### src/rtl/imm_gen_pipe.sv
// imm_gen_pipe: RISC-V immediate decoder feeding a small FIFO of decoded
// immediates. Each accepted instruction word is decoded combinationally and
// the (immediate, format) pair is stored at the tail; the head is presented
// on imm_gen_out / imm_gen_fmt with a valid/ready handshake.
//
// Optional feature: define IMM_GEN_ZICSR_EN to decode the CSR-immediate
// forms (opcode 1110011 with funct3[2]=1) as format Z (code 6), carrying the
// zero-extended uimm field in[19:15]. Without the macro those words decode
// as ordinary I-type and code 6 never appears.

module imm_gen_pipe #(
  parameter int XLEN  = 32,
  parameter int DEPTH = 2
) (
  input  logic                     clk,
  input  logic                     rst_n,
  input  logic                     imm_gen_flush,
  input  logic                     imm_gen_in_valid,
  input  logic [31:0]              imm_gen_in,
  output logic                     imm_gen_in_ready,
  output logic                     imm_gen_out_valid,
  input  logic                     imm_gen_out_ready,
  output logic [XLEN-1:0]          imm_gen_out,
  output logic [2:0]               imm_gen_fmt,
  output logic [$clog2(DEPTH):0]   imm_gen_count
);

  localparam int PW = $clog2(DEPTH);
  localparam int CW = PW + 1;
  localparam logic [CW-1:0] DEPTH_C = CW'(DEPTH);

  typedef enum logic [2:0] {
    FMT_R   = 3'd0,
    FMT_I   = 3'd1,
    FMT_S   = 3'd2,
    FMT_B   = 3'd3,
    FMT_U   = 3'd4,
    FMT_J   = 3'd5,
    FMT_Z   = 3'd6,
    FMT_ILL = 3'd7
  } fmt_e;

  fmt_e              fmt_dec;
  logic [31:0]       imm32;
  logic [XLEN-1:0]   imm_ext;

  logic [XLEN-1:0]   imm_mem [DEPTH];
  logic [2:0]        fmt_mem [DEPTH];
  logic [PW-1:0]     wr_ptr;
  logic [PW-1:0]     rd_ptr;
  logic [CW-1:0]     count;
  logic              push;
  logic              pop;

  // Decode the incoming word into a format code and a 32-bit immediate.
  always_comb begin
    fmt_dec = FMT_ILL;
    imm32   = '0;
    case (imm_gen_in[6:0])
      7'b0110111, 7'b0010111: begin
        fmt_dec = FMT_U;
        imm32   = {imm_gen_in[31:12], 12'b0};
      end
      7'b1101111: begin
        fmt_dec = FMT_J;
        imm32   = {{11{imm_gen_in[31]}}, imm_gen_in[31], imm_gen_in[19:12],
                   imm_gen_in[20], imm_gen_in[30:21], 1'b0};
      end
      7'b1100111, 7'b0000011, 7'b0010011, 7'b0001111: begin
        fmt_dec = FMT_I;
        imm32   = {{20{imm_gen_in[31]}}, imm_gen_in[31:20]};
      end
      7'b1110011: begin
`ifdef IMM_GEN_ZICSR_EN
        if (imm_gen_in[14]) begin
          fmt_dec = FMT_Z;
          imm32   = {27'b0, imm_gen_in[19:15]};
        end else begin
          fmt_dec = FMT_I;
          imm32   = {{20{imm_gen_in[31]}}, imm_gen_in[31:20]};
        end
`else
        fmt_dec = FMT_I;
        imm32   = {{20{imm_gen_in[31]}}, imm_gen_in[31:20]};
`endif
      end
      7'b0100011: begin
        fmt_dec = FMT_S;
        imm32   = {{20{imm_gen_in[31]}}, imm_gen_in[31:25], imm_gen_in[11:7]};
      end
      7'b1100011: begin
        fmt_dec = FMT_B;
        imm32   = {{19{imm_gen_in[31]}}, imm_gen_in[31], imm_gen_in[7],
                   imm_gen_in[30:25], imm_gen_in[11:8], 1'b0};
      end
      7'b0110011: begin
        fmt_dec = FMT_R;
        imm32   = '0;
      end
      default: begin
        fmt_dec = FMT_ILL;
        imm32   = '0;
      end
    endcase
  end

  // Widen to XLEN; every 32-bit immediate above is already sign-correct in
  // bit 31, so replicating bit 31 covers both signed and zero-extended cases.
  generate
    if (XLEN > 32) begin : g_wide
      assign imm_ext = {{(XLEN-32){imm32[31]}}, imm32};
    end else begin : g_narrow
      assign imm_ext = imm32;
    end
  endgenerate

  assign imm_gen_in_ready  = (count < DEPTH_C);
  assign imm_gen_out_valid = (count != '0);
  assign push              = imm_gen_in_valid & imm_gen_in_ready;
  assign pop               = imm_gen_out_valid & imm_gen_out_ready;

  // Pointer and occupancy bookkeeping; flush wins over any push or pop.
  always_ff @(posedge clk or negedge rst_n) begin
    if (!rst_n) begin
      wr_ptr <= '0;
      rd_ptr <= '0;
      count  <= '0;
    end else if (imm_gen_flush) begin
      wr_ptr <= '0;
      rd_ptr <= '0;
      count  <= '0;
    end else begin
      if (push) wr_ptr <= wr_ptr + 1'b1;
      if (pop)  rd_ptr <= rd_ptr + 1'b1;
      case ({push, pop})
        2'b10:   count <= count + 1'b1;
        2'b01:   count <= count - 1'b1;
        default: count <= count;
      endcase
    end
  end

  // Storage array; contents are only observable through a valid head entry,
  // so it needs no reset.
  always_ff @(posedge clk) begin
    if (push && !imm_gen_flush) begin
      imm_mem[wr_ptr] <= imm_ext;
      fmt_mem[wr_ptr] <= fmt_dec;
    end
  end

  assign imm_gen_out   = imm_gen_out_valid ? imm_mem[rd_ptr] : '0;
  assign imm_gen_fmt   = imm_gen_out_valid ? fmt_mem[rd_ptr] : 3'd0;
  assign imm_gen_count = count;

endmodule

### config.mk
export PLATFORM = sky130hd
export DESIGN_NAME = imm_gen_pipe
export DESIGN_NICKNAME = d
export VERILOG_FILES = /design/src/rtl/imm_gen_pipe.sv
export SDC_FILE = /design/constraint.sdc
export NUM_CORES = 1
export LEC_CHECK = 0
export BUFFER_PORTS_ARGS = -buffer_cell sky130_fd_sc_hd__buf_2
export CAP_MARGIN = 20
export CORE_AREA = 3 3 71 106
export DETAILED_ROUTE_END_ITERATION = 12
export DIE_AREA = 0 0 74 109
export GPL_TIMING_DRIVEN = 1
export PLACE_DENSITY_LB_ADDON = 0.15
export SYNTH_ARGS = -nofsm -noshare
export SYNTH_HDL_FRONTEND = slang
export SYNTH_SLANG_ARGS = --single-unit
### constraint.sdc
create_clock -name clk -period 4.15 [get_ports clk]
set_clock_uncertainty 0.05 [all_clocks]
set_input_delay 0.83 -clock clk [delete_from_list [all_inputs] [get_ports clk]]
set_output_delay 0.83 -clock clk [all_outputs]
set_load 0.02 [all_outputs]
Word level (Yosys, flattened, before mapping):

Memories as Yosys holds them, arrays and structs flattened.
Index checks and enable logic that the tools add are counted.

* register bits: 4
* bits in writable memories: 70
* logic and storage cells: 45
* memories kept: 2

Memory list
* imm_mem: words 2, bits a word 32, read ports 1, clocked after memory_dff 0, wr ports 1, line 47 `logic [XLEN-1:0] imm_mem [DEPTH];`
* fmt_mem: words 2, bits a word 3, read ports 1, clocked after memory_dff 0, wr ports 1, line 48 `logic [2:0] fmt_mem [DEPTH];`

* $add $sub $neg: 4
* magnitude comparators: 1
* equality and inequality tests: 13
* multiplexer cells: 12
* bitwise gates (word level): 2
* reductions and logical operators: 8

Operators by type and width (number)
* $pmux W32 S5: 1
* $mux W32: 1
* $eq A7 B7 Y1 const B: 4
* $eq A7 B6 Y1 const B: 3
* $pmux W3 S6: 1
* $eq A7 B5 Y1 const B: 2
* $eq A7 B2 Y1 const B: 1
* $eq A7 B4 Y1 const B: 1
* $mux W1: 6
* $reduce_bool A2 Y1: 3
* $reduce_or A5 Y1: 1
* $pmux W2 S2: 1
* $mux W3: 1
* $reduce_bool A3 Y1: 1
* $add A1 B1 Y1 const B: 2
* $add A2 B1 Y2 const B: 1
* $and A1 B1 Y1: 2
* $eq A2 B1 Y1 const B: 1
* $eq A2 B2 Y1 const B: 1
* $lt A2 B2 Y1 const B: 1
* $mux W2: 1
* $reduce_or A2 Y1: 1
* $sub A2 B1 Y2 const B: 1
* $logic_and A1 B1 Y1: 1
* $logic_not A1 Y1: 1

Logic depth before layout (Yosys ltp):

* depth after elaboration: 5
* gate-level depth with buffers: 6
* mapped depth without buffers: 5

Worst setup path before layout:

No wires, ideal clock.

* path type: input -> register
* start: input port imm_gen_in_valid
* end: memory fmt_mem[1][0] (enable)
* library setup time: 478 ps
* data arrival time: 3569 ps
* required time: 3622 ps
* slack: 53 ps
* stages on the path: 2
* path through: nand2b_1 -> nor3b_1

* cells in the longest elaborated chain, start to end: 4

Ends and longest elaborated chain
* start: declaration: line 18 `input logic imm_gen_in_valid,`
* $and A1 B1 Y1: line 119 `assign push = imm_gen_in_valid & imm_gen_in_ready;`
* $logic_and A1 B1 Y1: line 146 `if (push && !imm_gen_flush) begin`
* $mux W1: line 146
* $mux W1 (not written as such): line 148 `fmt_mem[wr_ptr] <= fmt_dec;`
* end: declaration: line 48

Every way passes these cells.

Worst setup path after layout:

* start: register rd_ptr
* end: output port imm_gen_out[20]

* cells in the longest elaborated chain, start to end: 2

Ends and longest elaborated chain
* start: declaration: line 50 `logic [PW-1:0] rd_ptr;`
* start signal: assignment: line 134 `if (pop) rd_ptr <= rd_ptr + 1'b1;`
* $mem_v2 Z2 W32
* $mux W32: line 152 `assign imm_gen_out = imm_gen_out_valid ? imm_mem[rd_ptr] : '0;`
* end: declaration: line 23 `output logic [XLEN-1:0] imm_gen_out,`

Every way passes these cells.

==> qor.csv <==
stage,metric,value,unit
routing,drt-initial-drc-count,118,
yosys,synth_most_common_cell,edfxtp_1,
setup_path,critical_path.max_fanout,36,
cells_and_area,nets,389,
clock_network,cts_buffers,9,
routing,dr.pass1.iters,4,
setup_path,cp-start-kind,register,
floorplan,die-area,8070,sq um
yosys,synth_top_family_by_area,simple AND/OR/NAND/NOR gates,
routing,avgRoutedWirePerCell,16.8,um
yosys,synthCells,283,
clock_network,tritoncts,done,
yosys,synth_area,3600,sq um
yosys,ys_seq_area_share,61.2,%
yosys,post_synth.cell_area_avg,12.7,sq um
pwr,power_density,411,nW/um^2
job,maxCapViolCount,0,
routing,route.detailed.drc,0,
yosys,synth_top_area_share,58.5,%
setup_path,startpoint,rd_ptr,
cells_and_area,drive_gt1_share,30.0,%
timing,finalCritPeriodShare,69.1,%
timing,setup_viol,0,
global_routing,grtUsageTotal,19.3,%
clock_network,clk_path_buf_depth,2,
setup_path,worstPathRequired,3.27,ns
yosys,yosys-top-cells-count,"70 x edfxtp_1, 48 x nor2_1, 36 x mux2i_1",
timing,worstMarginPinSlew,1.06,ns
setup_path,worstSetupPathType,register to output port,
run_status,status,completed,
yosys,synth_seq_cells,74,
clock_network,post_cts_buffers,0,
clock_network,cts.sinks,74,
timing,fin_crit,2.87,ns
routing,postRouteAntennaNets,0,
cells_and_area,diodes,0,
pwr,ir_drop,0.000213,V
clock_network,h-tree-depth,3,
timing,rsz0062_at_grt,false,
clock_network,cts.repair.resized,0,
clock_network,worstSkewPairLatency,0.34,ns
pwr,p_leak,1.73,nW
routing,viasPerCell,5.57,
timing,clock.fmax,0.349,GHz
yosys,synth_mux_area_share,10.0,%
global_routing,grt_max_degree,37,
yosys,synth_flop_cell,edfxtp_1,
placement,dp_hpwl,5020,um
clock_network,cts_root_buf,clkbuf_8,
clock_network,cts_hold_buf,0,
global_routing,grt_first_pass_wirelength,11400,um
yosys,synthTopCellsByArea,"edfxtp_1 58%, mux2i_1 10%, nor2_1 5.0%",
yosys,synthAdderAreaFrac,0,%
floorplan,start_util,54.3,%
timing,slew_headroom,29.1,%
global_routing,globalRoute.totalOverflow,0,
timing,drv_slew,0,
yosys,synth_edf_count,70,
floorplan,coreArea,6620,sq um
floorplan,fp.dieW,74,um
global_routing,first_global_vias,2301,
routing,wirelength,7300,um
yosys,synthXorXnorAreaFrac,0.974,%
yosys,synth.net_count,320,
global_routing,antenna_found_initial,0,
yosys,synth_largest_area_cell,edfxtp_1,
placement,gp_congestion,0.841,
yosys,synth-compound-area-share,11.6,%
yosys,yosysWarnings,0,
yosys,synth_cell_types,41,
setup_path,worstPathArrival,1.99,ns
floorplan,ios,76,
timing,holdWs,0.230,ns
setup_path,crit_path_end_kind,output port,
worst_hold_path,hp-class,input pin to asynchronous set/reset pin,
setup_path,r2r-start,imm_gen_count[1],
cells_and_area,synthToLayoutAreaGrowth,17.3,%
floorplan,rows,36,
yosys,yosys.area_share.simple,12.3,%
clock_network,clk_pin_slew,0.07,ns
yosys,async_reset_ff_share,5.41,%
timing,finalHoldViolations,0,
floorplan,die_y,109,um
timing,tns,0,ns
placement,portBuffers,75,
routing,vias,2411,
-- per-layer routing --
layer	routed length [um]	up-vias	track usage (%)
met5	0	-	0
met4	102	0	6.61
met3	445	6	5.07
met2	3870	87	32.6
met1	2870	1134	23.4
li1	-	1184	-
-- cell families (layout without fill, tap and decap cells) --
| kind of cell | after synthesis | after routing |
|---|---|---|
| buffers and inverters | 25 | 99 |
| multiplexers | 36 | 36 |
| XOR/XNOR | 4 | 4 |
| AND/OR/NAND/NOR | 88 | 88 |
| AO/OA/AOI/OAI | 56 | 56 |
| flip-flops | 74 | 74 |
-- layout by cell type (no fill, tap or decap), types with 3 or more instances in the layout --
cell type | Yosys | layout
and2_1 | 7 | 7
xor2_1 | 4 | 4
clkbuf_8 | 0 | 9
inv_1 | 3 | 3
a21o_1 | 19 | 19
nand2b_1 | 3 | 3
clkinv_2 | 0 | 3
buf_4 | 0 | 3
nor3_1 | 4 | 3
bufinv_16 | 0 | 3
edfxtp_1 | 70 | 70
mux2i_1 | 36 | 36
nor2_1 | 48 | 47
buf_2 | 11 | 75
a21oi_1 | 8 | 8
o21ai_1 | 8 | 8
a32o_1 | 4 | 4
dfrtp_1 | 4 | 3
a211oi_2 | 3 | 3
nand2_1 | 10 | 10
-- worst paths after layout --
path	endpoint	slack, ns	depth (start not counted)
setup / recovery	imm_gen_out[20]	1.28	3
hold / removal	wr_ptr	0.23	1
setup reg to reg	imm_mem[1][1]	2.40	3
hold reg to reg	wr_ptr	0.54	2
max in group asynchronous	rd_ptr	3.69	1
min in group clk	wr_ptr	0.54	2
-- cell type report --
cell class,count,area [sq um]
fillers,545,2400
repair buffers,78,398
inverters,5,18.8
well taps,76,95.1
clock buffers,10,128
multi-input cells,184,1270
clock inverters,6,105
flip-flops and latches,74,2200
-- sequential cells by signal (all words and copies together), names as in the netlist --
| register | count |
|---|---|
| fmt_mem | 6 |
| rd_ptr | 1 |
| wr_ptr | 1 |
| imm_gen_count | 2 |
| imm_mem | 64 |
-- power by group --
group          switching (W)  internal, W  leakage (nW)
logic               0.000134    0.0000816         0.936
registers          0.0000237     0.000849         0.670
clock network       0.000249     0.000396         0.120
-- metrics by stage --
| step | std cells | instance area, sq um | total power, W | utilization, % | setup WS (ns) |
|---|---|---|---|---|---|
| 2_1_floorplan | 283 | 3600 | 0.00103 | - | 0.0527 |
| 3_3_place_gp | 417 | 3980 | 0.00110 | 60.2 | 1.59 |
| 3_5_place_dp | 417 | 3980 | 0.00111 | 60.2 | 1.54 |
| 4_1_cts | 433 | 4220 | 0.00175 | 63.7 | 1.23 |
| 5_1_grt | 433 | 4220 | 0.00180 | 63.7 | 1.15 |
| 6_report | 433 | 4220 | 0.00173 | 63.7 | 1.28 |
-- critical path, cell delays in order (launching register included) --
cell and delay [ns]:
dfrtp_2 1.06, mux2i_1 0.33, nor2_1 0.06, buf_2 0.17
Note: power is estimated with default switching activity, not from simulation.
